==> src/rtl/fetch_unit_if.sv <==
// Fetch unit bus bundle: instruction-memory request/response channel plus the
// decoder-facing instruction head and its branch-resolution feedback.
interface fetch_unit_if;
    logic        imem_req;
    logic [31:0] imem_addr;
    logic        imem_ack;
    logic [31:0] imem_rdata;
    logic [31:0] instr;
    logic [31:0] instr_pc;
    logic [31:0] pcplus4;
    logic        instr_valid;
    logic        instr_ready;
    logic        branch;
    logic        zero;
    logic [31:0] immext;

    // The fetch unit itself: issues memory requests and presents the head instruction.
    modport master (
        output imem_req, imem_addr, instr, instr_pc, pcplus4, instr_valid,
        input  imem_ack, imem_rdata, instr_ready, branch, zero, immext
    );

    // The environment: instruction memory and the downstream decode/execute stage.
    modport slave (
        input  imem_req, imem_addr, instr, instr_pc, pcplus4, instr_valid,
        output imem_ack, imem_rdata, instr_ready, branch, zero, immext
    );
endinterface

==> src/rtl/fetch_unit.sv <==
// Instruction fetch unit: keeps at most one memory request outstanding, queues
// returned words in a small in-order buffer, and redirects on a taken branch
// at the buffer head, discarding any in-flight response that belongs to the
// abandoned path.
module fetch_unit #(
    parameter logic [31:0] RESET_PC = 32'h0000_0000,
    parameter int          DEPTH    = 2
) (
    input  logic         clk,
    input  logic         rst,
    fetch_unit_if.master bus
);
    localparam int CW = $clog2(DEPTH + 1);
    localparam int IW = $clog2(DEPTH);

    typedef enum logic [1:0] { IDLE, WAIT, DROP } state_e;

    state_e        state_q;
    logic          req_q;
    logic [31:0]   addr_q;
    logic [31:0]   fpc_q, fpc_d;
    logic [CW-1:0] count_q, count_d;
    logic [31:0]   bufPc_q    [DEPTH];
    logic [31:0]   bufInstr_q [DEPTH];

    logic          headValid;
    logic          transfer;
    logic          redirect;
    logic          push;
    logic [31:0]   target;
    logic [IW-1:0] pushIdx;

    assign headValid = (count_q != '0);
    assign transfer  = headValid && bus.instr_ready;
    assign redirect  = transfer && bus.branch && bus.zero;
    assign target    = (bufPc_q[0] + bus.immext) & 32'hFFFF_FFFC;
    assign push      = (state_q == WAIT) && bus.imem_ack && !redirect;
    assign pushIdx   = IW'(count_q - CW'(transfer));

    assign bus.imem_req    = req_q;
    assign bus.imem_addr   = addr_q;
    assign bus.instr_valid = headValid;
    assign bus.instr       = headValid ? bufInstr_q[0]        : 32'd0;
    assign bus.instr_pc    = headValid ? bufPc_q[0]           : 32'd0;
    assign bus.pcplus4     = headValid ? bufPc_q[0] + 32'd4   : 32'd0;

    // Next fetch PC: a taken branch wins; otherwise advance only when a live request completes.
    always_comb begin
        fpc_d = fpc_q;
        if (redirect) begin
            fpc_d = target;
        end else if ((state_q == WAIT) && bus.imem_ack) begin
            fpc_d = fpc_q + 32'd4;
        end
    end

    // Buffer occupancy: a redirect empties it, otherwise push and pop cancel out.
    always_comb begin
        count_d = count_q;
        if (redirect) begin
            count_d = '0;
        end else begin
            count_d = count_q + CW'(push) - CW'(transfer);
        end
    end

    // Request state machine; the request/address outputs are registered here.
    always_ff @(posedge clk) begin
        if (rst) begin
            state_q <= IDLE;
            req_q   <= 1'b0;
            addr_q  <= RESET_PC;
            fpc_q   <= RESET_PC;
            count_q <= '0;
        end else begin
            fpc_q   <= fpc_d;
            count_q <= count_d;
            case (state_q)
                IDLE: begin
                    if (!redirect && (count_q != CW'(DEPTH))) begin
                        state_q <= WAIT;
                        req_q   <= 1'b1;
                        addr_q  <= fpc_q;
                    end
                end
                WAIT: begin
                    if (bus.imem_ack) begin
                        state_q <= IDLE;
                        req_q   <= 1'b0;
                    end else if (redirect) begin
                        state_q <= DROP;
                    end
                end
                DROP: begin
                    if (bus.imem_ack) begin
                        state_q <= IDLE;
                        req_q   <= 1'b0;
                    end
                end
                default: begin
                    state_q <= IDLE;
                    req_q   <= 1'b0;
                end
            endcase
        end
    end

    // Shift-register buffer with the head at entry 0; the pushed word lands after the pop.
    always_ff @(posedge clk) begin
        if (!rst && !redirect) begin
            if (transfer) begin
                for (int i = 0; i < DEPTH - 1; i++) begin
                    bufPc_q[i]    <= bufPc_q[i + 1];
                    bufInstr_q[i] <= bufInstr_q[i + 1];
                end
            end
            if (push) begin
                bufPc_q[pushIdx]    <= fpc_q;
                bufInstr_q[pushIdx] <= bus.imem_rdata;
            end
        end
    end
endmodule

==> src/flat_wrapper.sv <==
// flat-port wrapper written by rule: the top's interface ports become plain ports
module fetch_unit_flat 
#(
    parameter logic [31:0] RESET_PC = 32'h0000_0000,
    parameter int          DEPTH    = 2
)
  (clk, rst, bus_imem_req, bus_imem_addr, bus_instr, bus_instr_pc, bus_pcplus4, bus_instr_valid, bus_imem_ack, bus_imem_rdata, bus_instr_ready, bus_branch, bus_zero, bus_immext);
  fetch_unit_if bus_i ();
  input  logic clk;
  input  logic rst;
  output wire logic [$bits(bus_i.imem_req)-1:0] bus_imem_req;
  output wire logic [$bits(bus_i.imem_addr)-1:0] bus_imem_addr;
  output wire logic [$bits(bus_i.instr)-1:0] bus_instr;
  output wire logic [$bits(bus_i.instr_pc)-1:0] bus_instr_pc;
  output wire logic [$bits(bus_i.pcplus4)-1:0] bus_pcplus4;
  output wire logic [$bits(bus_i.instr_valid)-1:0] bus_instr_valid;
  input wire logic [$bits(bus_i.imem_ack)-1:0] bus_imem_ack;
  input wire logic [$bits(bus_i.imem_rdata)-1:0] bus_imem_rdata;
  input wire logic [$bits(bus_i.instr_ready)-1:0] bus_instr_ready;
  input wire logic [$bits(bus_i.branch)-1:0] bus_branch;
  input wire logic [$bits(bus_i.zero)-1:0] bus_zero;
  input wire logic [$bits(bus_i.immext)-1:0] bus_immext;
  assign bus_imem_req = bus_i.imem_req;
  assign bus_imem_addr = bus_i.imem_addr;
  assign bus_instr = bus_i.instr;
  assign bus_instr_pc = bus_i.instr_pc;
  assign bus_pcplus4 = bus_i.pcplus4;
  assign bus_instr_valid = bus_i.instr_valid;
  assign bus_i.imem_ack = bus_imem_ack;
  assign bus_i.imem_rdata = bus_imem_rdata;
  assign bus_i.instr_ready = bus_instr_ready;
  assign bus_i.branch = bus_branch;
  assign bus_i.zero = bus_zero;
  assign bus_i.immext = bus_immext;
  fetch_unit #(.RESET_PC(RESET_PC), .DEPTH(DEPTH)) u_core (.clk(clk), .rst(rst), .bus(bus_i));
endmodule
==> config.mk <==
export PLATFORM = sky130hd
export DESIGN_NAME = fetch_unit_flat
export DESIGN_NICKNAME = d
export VERILOG_FILES = /design/src/rtl/fetch_unit_if.sv /design/src/rtl/fetch_unit.sv /design/src/flat_wrapper.sv
export SDC_FILE = /design/constraint.sdc
export NUM_CORES = 1
export LEC_CHECK = 0
export ABC_CLOCK_PERIOD_IN_PS = 17500
export BUFFER_PORTS_ARGS = -buffer_cell sky130_fd_sc_hd__buf_2
export CORE_UTILIZATION = 40
export DETAILED_ROUTE_END_ITERATION = 6
export PLACE_DENSITY_LB_ADDON = 0.15
export SLEW_MARGIN = 20
export SYNTH_ARGS = -nofsm -noshare
export SYNTH_HDL_FRONTEND = slang
export SYNTH_SLANG_ARGS = --single-unit
export TNS_END_PERCENT = 50
==> constraint.sdc <==
create_clock -name clk -period 17.5 [get_ports clk]
set_input_delay 1.75 -clock clk [delete_from_list [all_inputs] [get_ports clk]]
set_output_delay 1.75 -clock clk [all_outputs]
set_load 0.005 [all_outputs]
; ---- Word-level counts from Yosys, hierarchy flattened
; Memory sizes are Yosys's and may differ from the RTL's.
; Cells that the tools add are included.
[totals]
regBits = 69
output_inout_bits = 130
ramBits = 128
n_memories = 2
input_bits = 70
wordCells = 57
[op_classes]
n_eq_ne = 7
n_mux = 19
n_reduce_logical = 17
n_addsub = 6
[memory_table]
columns = name, words, width, read_ports, rd_clocked_by_memory_dff, wr, line_no
row1 = u_core.bufInstr_q, 2, 32, 2, 0, 2, fetch_unit.sv:24  ; logic [31:0] bufInstr_q [DEPTH];
row2 = u_core.bufPc_q, 2, 32, 2, 0, 2, fetch_unit.sv:23  ; logic [31:0] bufPc_q [DEPTH];
[ops]
columns = op, count
row1 = 32-bit two-way mux, 5
row2 = 32-bit by 3-bit adder with 32-bit output (second input constant), 2
row3 = 32-bit adder, 1
row4 = 1-bit two-way mux, 8
row5 = 2-bit two-way mux, 4
row6 = 1-bit logical AND, 7
row7 = 2-bit case mux with 3 select lines, 1
row8 = 2-bit by 1-bit != test with 1-bit output (second input constant), 2
row9 = 2-bit != test (second input constant), 2
row10 = 2-bit AND reduction, 2
row11 = 2-bit nonzero test, 2
row12 = 2-bit OR reduction, 2
row13 = 3-bit by 2-bit != test with 1-bit output (second input constant), 1
row14 = 3-bit AND reduction, 1
row15 = 2-bit by 1-bit adder with 2-bit output, 1
row16 = 2-bit by 1-bit == test with 1-bit output (second input constant), 1
row17 = 2-bit == test (second input constant), 1
row18 = 1-bit logical NOT, 2
row19 = 2-bit logical NOT, 1
row20 = 1-bit case mux with 2 select lines, 1
row21 = 2-bit by 1-bit subtractor with 2-bit output, 1
row22 = 1-bit subtractor, 1

; ---- Longest topological paths before layout
; Gate-level depths: netlist (run 1).
[depth]
word_depth = 9
mapped_depth = 12

; ---- Least setup slack after synthesis (run 1)
; No wires, ideal clock.
[synth_timing]
path_type = in2reg
start = input bus_instr_ready
end = memory u_core.bufInstr_q[1][0] (enable)
cell_stages = 3
required_time_ps = 16942
n_path_buf = 0
arrival_time_ps = 6433
setup_slack_ps = 10508
cell_sequence = and2_1 > ha_1 > nor3_1
[synth_rtl]
columns = item, line_no
row1 = start: declaration, flat_wrapper.sv:19  ; input wire logic [$bits(bus_i.instr_ready)-1:0] bus_instr_ready;
row2 = end: declaration, fetch_unit.sv:24

==> results of run 1 <==
[flip-flops by register name, indices dropped and copies added, names as in the netlist]
register / flops
u_core.bus.imem_addr: 30
u_core.state_q: 2
u_core.bus.imem_req: 1
u_core.count_q: 2
u_core.bufPc_q: 60
u_core.bufInstr_q: 64
u_core.fpc_q: 30
[kinds of logic (layout without fill, tap and decap cells)]
kind of cell,Yosys count,after routing,synth area share (%)
compound gates,164,164,10.3
xor+xnor,69,69,5.78
fa+ha+maj,37,37,4.50
buf+inv,75,251,4.09
flops,189,189,48.1
mux,66,66,7.06
other cells,1,6,0.0359
simple gates,397,397,20.2
[per-layer routing]
layer / part of all wire, % / track usage (%)
met4: 1.2 / 5.22
met1: 48 / 29.4
met2: 47 / 33.6
met3: 4.1 / 2.89
met5: 0 / 0
[tightest hold or removal path: stages (launching register included)]
cell,delay (ps)
dfxtp_1,310
nand2_1,50
a21oi_1,50
[cell type report]
| class | count | area, µm² |
|---|---|---|
| fill | 2412 | 13200 |
| tap | 330 | 413 |
| inverter | 17 | 63.8 |
| timing repair buffer | 202 | 1040 |
| clock inverter | 15 | 216 |
| multi-input combinational | 739 | 5040 |
| clock buffer | 17 | 425 |
| sequential | 189 | 5020 |
[worst paths after layout]
| path | endpoint | slack (ps) | cells after the start |
|---|---|---|---|
| worst max register to register | u_core.bufInstr_q[0][17]$_DFFE_PP_ | 13590 | 10 |
| worst min register to register | u_core.bus.imem_addr[12]$_SDFFE_PP0P_ | 450 | 2 |
| worst min-delay path | u_core.bus.imem_addr[12]$_SDFFE_PP0P_ | 450 | 2 |
| worst max-delay path | bus_pcplus4[31] | 12840 | 8 |
[through the flow]
stage	util, %	setup slack [ps]	instances
2_1_floorplan	-	10510	1003
3_3_place_gp	45.6	12860	1477
3_5_place_dp	45.6	12850	1477
4_1_cts	48.1	12830	1509
5_1_grt	48.1	12630	1509
6_report	48.1	12840	1509
[power by group through the flow]
stage               clock [µW]  sequential (µW)  combinational, µW
finish                     421              568                455
global route               445              574                509
CTS                        428              568                463
detailed placement           0              578                461
global placement             0              577                456
floorplan                    0              566                300
[cells in the final DEF (no fill, tap or decap), types with 9 or more instances in the layout]
cell / netlist / final
ha_1: 36 / 36
buf_2: 10 / 191
mux2_2: 58 / 58
or3_1: 10 / 10
o21ai_0: 14 / 14
xor2_1: 41 / 41
and3_1: 14 / 14
nand2_1: 81 / 81
dfxtp_1: 65 / 65
nor2_1: 80 / 80
edfxtp_1: 124 / 124
inv_1: 16 / 16
nand4_1: 26 / 26
clkbuf_16: 0 / 17
buf_4: 8 / 11
nor3_1: 10 / 9
a211oi_1: 17 / 17
nand3_1: 63 / 63
and2_1: 71 / 71
xnor2_1: 28 / 28
a21oi_1: 76 / 75
==> metrics.md, run 1 <==
| Metric | Value |
|---|---|
| Switch Pwr | 513 µW |
| Worst Path Max Fanout | 7 |
| #FFs+latches synth | between 150 and 200 |
| Post-route design area | 12200 µm² |
| Clock tree sinks | 189 |
| Worst Path Buf+Inv | 1 |
| Clock Latency Late Sink | 450 ps |
| Share of the synthesized area in the top cell type | 35.6% |
| Relative slew slack | a little under two fifths |
| DR vias/cell | 5.32 |
| Max cap viols | 0 |
| Crit path launch | u_core.bufPc_q[0][4]$_DFFE_PP_ |
| Die W | 164 µm |
| Most frequent cells after synthesis | 124 x edfxtp_1, 81 x nand2_1, 80 x nor2_1, 76 x a21oi_1, 71 x and2_1 |
| Final wirelength | 27600 µm |
| Cell Rows | 58 |
| Pleak | 0.00483 µW |
| Final period utilization | 26.7% |
| 1st-pass router iterations | 5 |
| Initial antenna violation count | 0 |
| Outcome | complete, no violations |
| Setup TNS | 0 ps |
| DR iter-0 viols | between 500 and 600 |
| I/O Pins | 200 |
| Antenna Cells | 0 |
| Cell internal pwr | 931 µW |
| Worst-path clk slew | about 70 ps |
| Vias | around 8000 |
| Synthesized area | 10500 µm² |
| Max Slew Vio Count | 0 |
| Worst path required time | about 16000 ps |
| RSZ-0062 raised after global routing | false |
| Clock share of power | 29.1% |
| Post-synthesis sequential area ratio | 48.1% |
| Final GP Congestion | 0.844 |
| Library cells used by synthesis | 76 |
| Hold Slack | 452 ps |
| Global-route wire length before repair | 42600 µm |
| Crit-path leading delay family | simple AND/OR/NAND/NOR gates |
| CP Data Arrival Time | 2910 ps |
| Worst r2r src | u_core.count_q[1]$_SDFF_PP0_ |
| Clock H-tree levels | 4 |
| Nets | 1273 |
| Fmax | 0.214 GHz |
| EDFF count, synth | between 100 and 150 |
| Crit-path most repeated cell | nand3_1 |
| Post-route minimum period | 4660 ps |
| VDD IR max | 0.0824 mV |
| DP HPWL | about 19000 µm |
| Core ar. | 25400 µm² |
| Synth area leader | edfxtp_1 |
| DRC Markers | 0 |
| Synthesized area per cell | 10.5 µm² |
| Ys flop type | edfxtp_1 |
| Synth-to-Final Area Change | 16.9% |
| Inserted Clock Buffers | 17 |
| Count leader, synth | edfxtp_1 |
| Final setup viols | 0 |
| CTS tree | yes |
| Nature of the critical path startpoint | flop |
| CP Class | reg2out |
| Synth Instances | between 900 and 1000 |
| Slowest Stage Delay on Critical Path | 480 ps |
| Antenna-violating nets left | 0 |
| Routed length per instance | 18.3 µm |
| Largest net degree at the start of global routing | 65 |
| Crit path capture type | output pin |
| Power share of the sequential group | between 30% and 40% |
| Global Route Usage Sum | a little over a fifth |
| Synth area leaders | edfxtp_1 36%, dfxtp_1 12%, mux2_2 6.2% |
| Final hold vios | 0 |
| Clock Skew | 21.2 ps |
| Initial Util | about two fifths |
| Die Ht | 164 µm |
| Slew @ Worst Pin | 940 ps |
| Switching part of the total | 35.5% |
| Cell Chain, Critical Path | nand3_1 > nor3_4 > nand3_1 > nor3_2 > nand4_1 > or3_1 > a21oi_1 > buf_2 |
| Die area | 26800 µm² |
| Area after DPL | 11600 µm² |
| CTS Root Cell | clkbuf_16 |
| Final Power | 1440 µW |
| Hold Crit Class | reg2reg |
| PostCTS Resize Cnt | 0 |
| Port bufs | about 190 |
| YS warnings | 0 |
| Bufs on Longest Clock Path | 2 |
| Share of cells above drive strength 1 | 27.2% |
| Overflow after GRT | 0 |
| Async set-reset flop share out of synthesis | 0% |
| Post-CTS setup buffer count | 0 |
| Power density cells | 118 nW/µm² |
| Combinational fraction of design power | 31.5% |
| Vias in the first global route | 7582 |
| Post-CTS Hold Buffers | 0 |
| Critical path's slowest cell | edfxtp_1 |
| Worst Min Path Start | u_core.bus.imem_addr[12]$_SDFFE_PP0P_ |
Power figures use the tool's default switching activity.
==> run 2: changes to the inputs <==
- ABC_CLOCK_PERIOD_IN_PS: 17500 -> 3800
- clock period: 17.5 -> 3.8 ns (I/O delays scaled with it)
==> run 2 against run 1 <==
Via count increased by 0.34%. Clock power rose to 4.4 times the previous value. Hold slack worse by 330 ps. Total power increased to 4.6 times the previous value. Critical path depth unchanged. Routed wire length rose by 0.53%. Final area rose by 0.12%. Clock skew is 6.5 ps lower. Largest cell class unchanged.
==> metrics.md, run 2 (synthesized netlist as in run 1, its figures left out) <==
| Metric | Value |
|---|---|
| Max Used Layer | met5 |
| Cell Chain, Critical Path | nand3_1 > nor3_4 > nand3_1 > nor3_2 > nand4_1 > or3_1 > a21oi_1 > buf_2 |
| Clock share of power | ~28% |
| Antenna-violating nets left | 0 |
| Die Ht | approximately 160 µm |
| WP depth | 8 |
| Crit-path most repeated cell | nand3_1 |
| Global-route wire length before repair | approximately 43000 µm |
| Global Route Usage Sum | 21.2% |
| Most frequent cells in the layout | 191 x buf_2, 124 x edfxtp_1, 80 x nor2_1, 80 x nand2_1, 75 x a21oi_1 |
| Clock Skew | 14.7 ps |
| Overflow after GRT | 0 |
| Inserted Clock Buffers | 17 |
| Reg2reg setup slack | 690 ps |
| CTS Root Cell | clkbuf_16 |
| Critical path's slowest cell | edfxtp_1 |
| Clock H-tree levels | 4 |
| Setup TNS | 0 ps |
| Core ar. | 25400 µm² |
| Cell Rows | 58 |
| Cell internal pwr | around 4200 µW |
| 1st-pass router iterations | 6 |
| Hold Crit Class | in2reg |
| CP Data Arrival Time | 2890 ps |
| Most common cell after layout, fill and taps aside | buf_2 |
| Routed length per instance | 18.4 µm |
| Final setup viols | 0 |
| Power share of the sequential group | 39.6% |
| Nature of the critical path startpoint | flop |
| Final period utilization | 86.1% |
| DP HPWL | roughly 19000 µm |
| Largest net degree at the start of global routing | 63 |
| Initial antenna violation count | 1 |
| M1 WL | roughly 13000 µm |
| Fmax | 0.305 GHz |
| Vias | 8059 |
| Final Power | 6590 µW |
| Switch Pwr | 2370 µW |
| Hold depth | 1 |
| Synth-to-Final Area Change | 17.0% |
| Post-CTS setup buffer count | 0 |
| Initial Util | 41.2% |
| Slew @ Worst Pin | 708 ps |
| Final GP Congestion | just over 0.8 |
| Worst R2R Path Depth | 9 |
| Max cap viols | 0 |
| Largest Register | u_core.bufInstr_q |
| Pleak | around 0.0048 µW |
| Met3 wire length | 1430 µm |
| Largest register FFs | 64 |
| Worst Min Path Start | bus_imem_rdata[27] |
| RSZ-0062 raised after global routing | false |
| Worst-path clk slew | about 80 ps |
| DR vias/cell | 5.34 |
| Relative slew slack | 52.6% |
| Worst Path Max Fanout | 7 |
| I/O Pins | 200 |
| Met2 wire length | 13000 µm |
| Final wirelength | ~28000 µm |
| Clock tree sinks | 189 |
| DR iter-0 viols | 520 |
| Slowest Stage Delay on Critical Path | 500 ps |
| Clock Latency Late Sink | 440 ps |
| Die W | 164 µm |
| Bufs on Longest Clock Path | 2 |
| Final hold vios | 0 |
| Combinational fraction of design power | 32.2% |
| Worst Path Buf+Inv | 1 |
| VDD IR max | 0.374 mV |
| Worst r2r src | u_core.bufPc_q[0][2]$_DFFE_PP_ |
| Nets | 1274 |
| Port bufs | 191 |
| PostCTS Resize Cnt | 0 |
| Switching part of the total | between 30% and 40% |
| Vias in the first global route | 7591 |
| Share of cells above drive strength 1 | 27.4% |
| Biggest regs | u_core.bufInstr_q x64, u_core.bufPc_q x60 |
| Antenna Cells | 0 |
| Crit path launch | u_core.bufPc_q[0][4]$_DFFE_PP_ |
| Max Slew Vio Count | 0 |
| Power density cells | around 540 nW/µm² |
| CP Class | reg2out |
| DRC Markers | 0 |
| Crit path capture type | output pin |
| Post-route minimum period | 3270 ps |
| Die area | between 20000 and 30000 µm² |
| Worst path required time | around 3400 ps |
| Crit-path leading delay family | simple AND/OR/NAND/NOR gates |
| CTS tree | yes |
| Outcome | complete, no violations |
| Post-CTS Hold Buffers | 0 |
[run 2: through the flow]
stage	instances	area, µm²	hold WS [ps]	util (%)	worst slack, ps
after floorplan	1003	10500	403	-	394
after global placement	1478	11600	441	45.7	798
after detailed placement	1478	11600	446	45.7	769
after CTS	1510	12200	106	48.2	479
after global routing	1510	12200	95.7	48.2	318
final	1510	12200	124	48.2	526
[run 2: power groups by stage]
stage	registers, µW	clock network, µW	logic [µW]
4_1_cts	2610	1900	2150
3_5_place_dp	2660	0	2140
3_3_place_gp	2650	0	2120
6_report	2610	1860	2120
5_1_grt	2640	1990	2350
2_1_floorplan	2600	0	1390
[run 2: final timing paths]
path	end
hold / removal	u_core.bufInstr_q[1][27]$_DFFE_PP_
setup / recovery	bus_pcplus4[31]
hold reg to reg	u_core.bus.imem_addr[13]$_SDFFE_PP0P_
setup reg to reg	u_core.fpc_q[26]$_SDFFE_PP0P_
[run 2: final cells by class]
| type | count | area [µm²] |
|---|---|---|
| repair buffers | 203 | 1070 |
| fillers | 2429 | 13200 |
| inverters | 17 | 63.8 |
| flip-flops and latches | 189 | 5020 |
| clock inverters | 15 | 198 |
| clock buffers | 17 | 425 |
| multi-input cells | 739 | 5040 |
| well taps | 330 | 413 |
[run 2: worst reg2reg max path: stages, from the launching register on]
cell	delay [ps]
edfxtp_1	510
ha_1	260
fa_1	450
a211oi_1	350
nor2_1	150
o31ai_4	430
a2111oi_2	180
o31ai_1	320
mux2i_1	240
o311ai_1	110
[run 2: per-layer routing]
metal	GRT usage [%]	up-vias
li1	-	3965
met1	29.4	3856
met2	33.6	208
met3	4.19	28
met4	5.30	2
met5	0	-
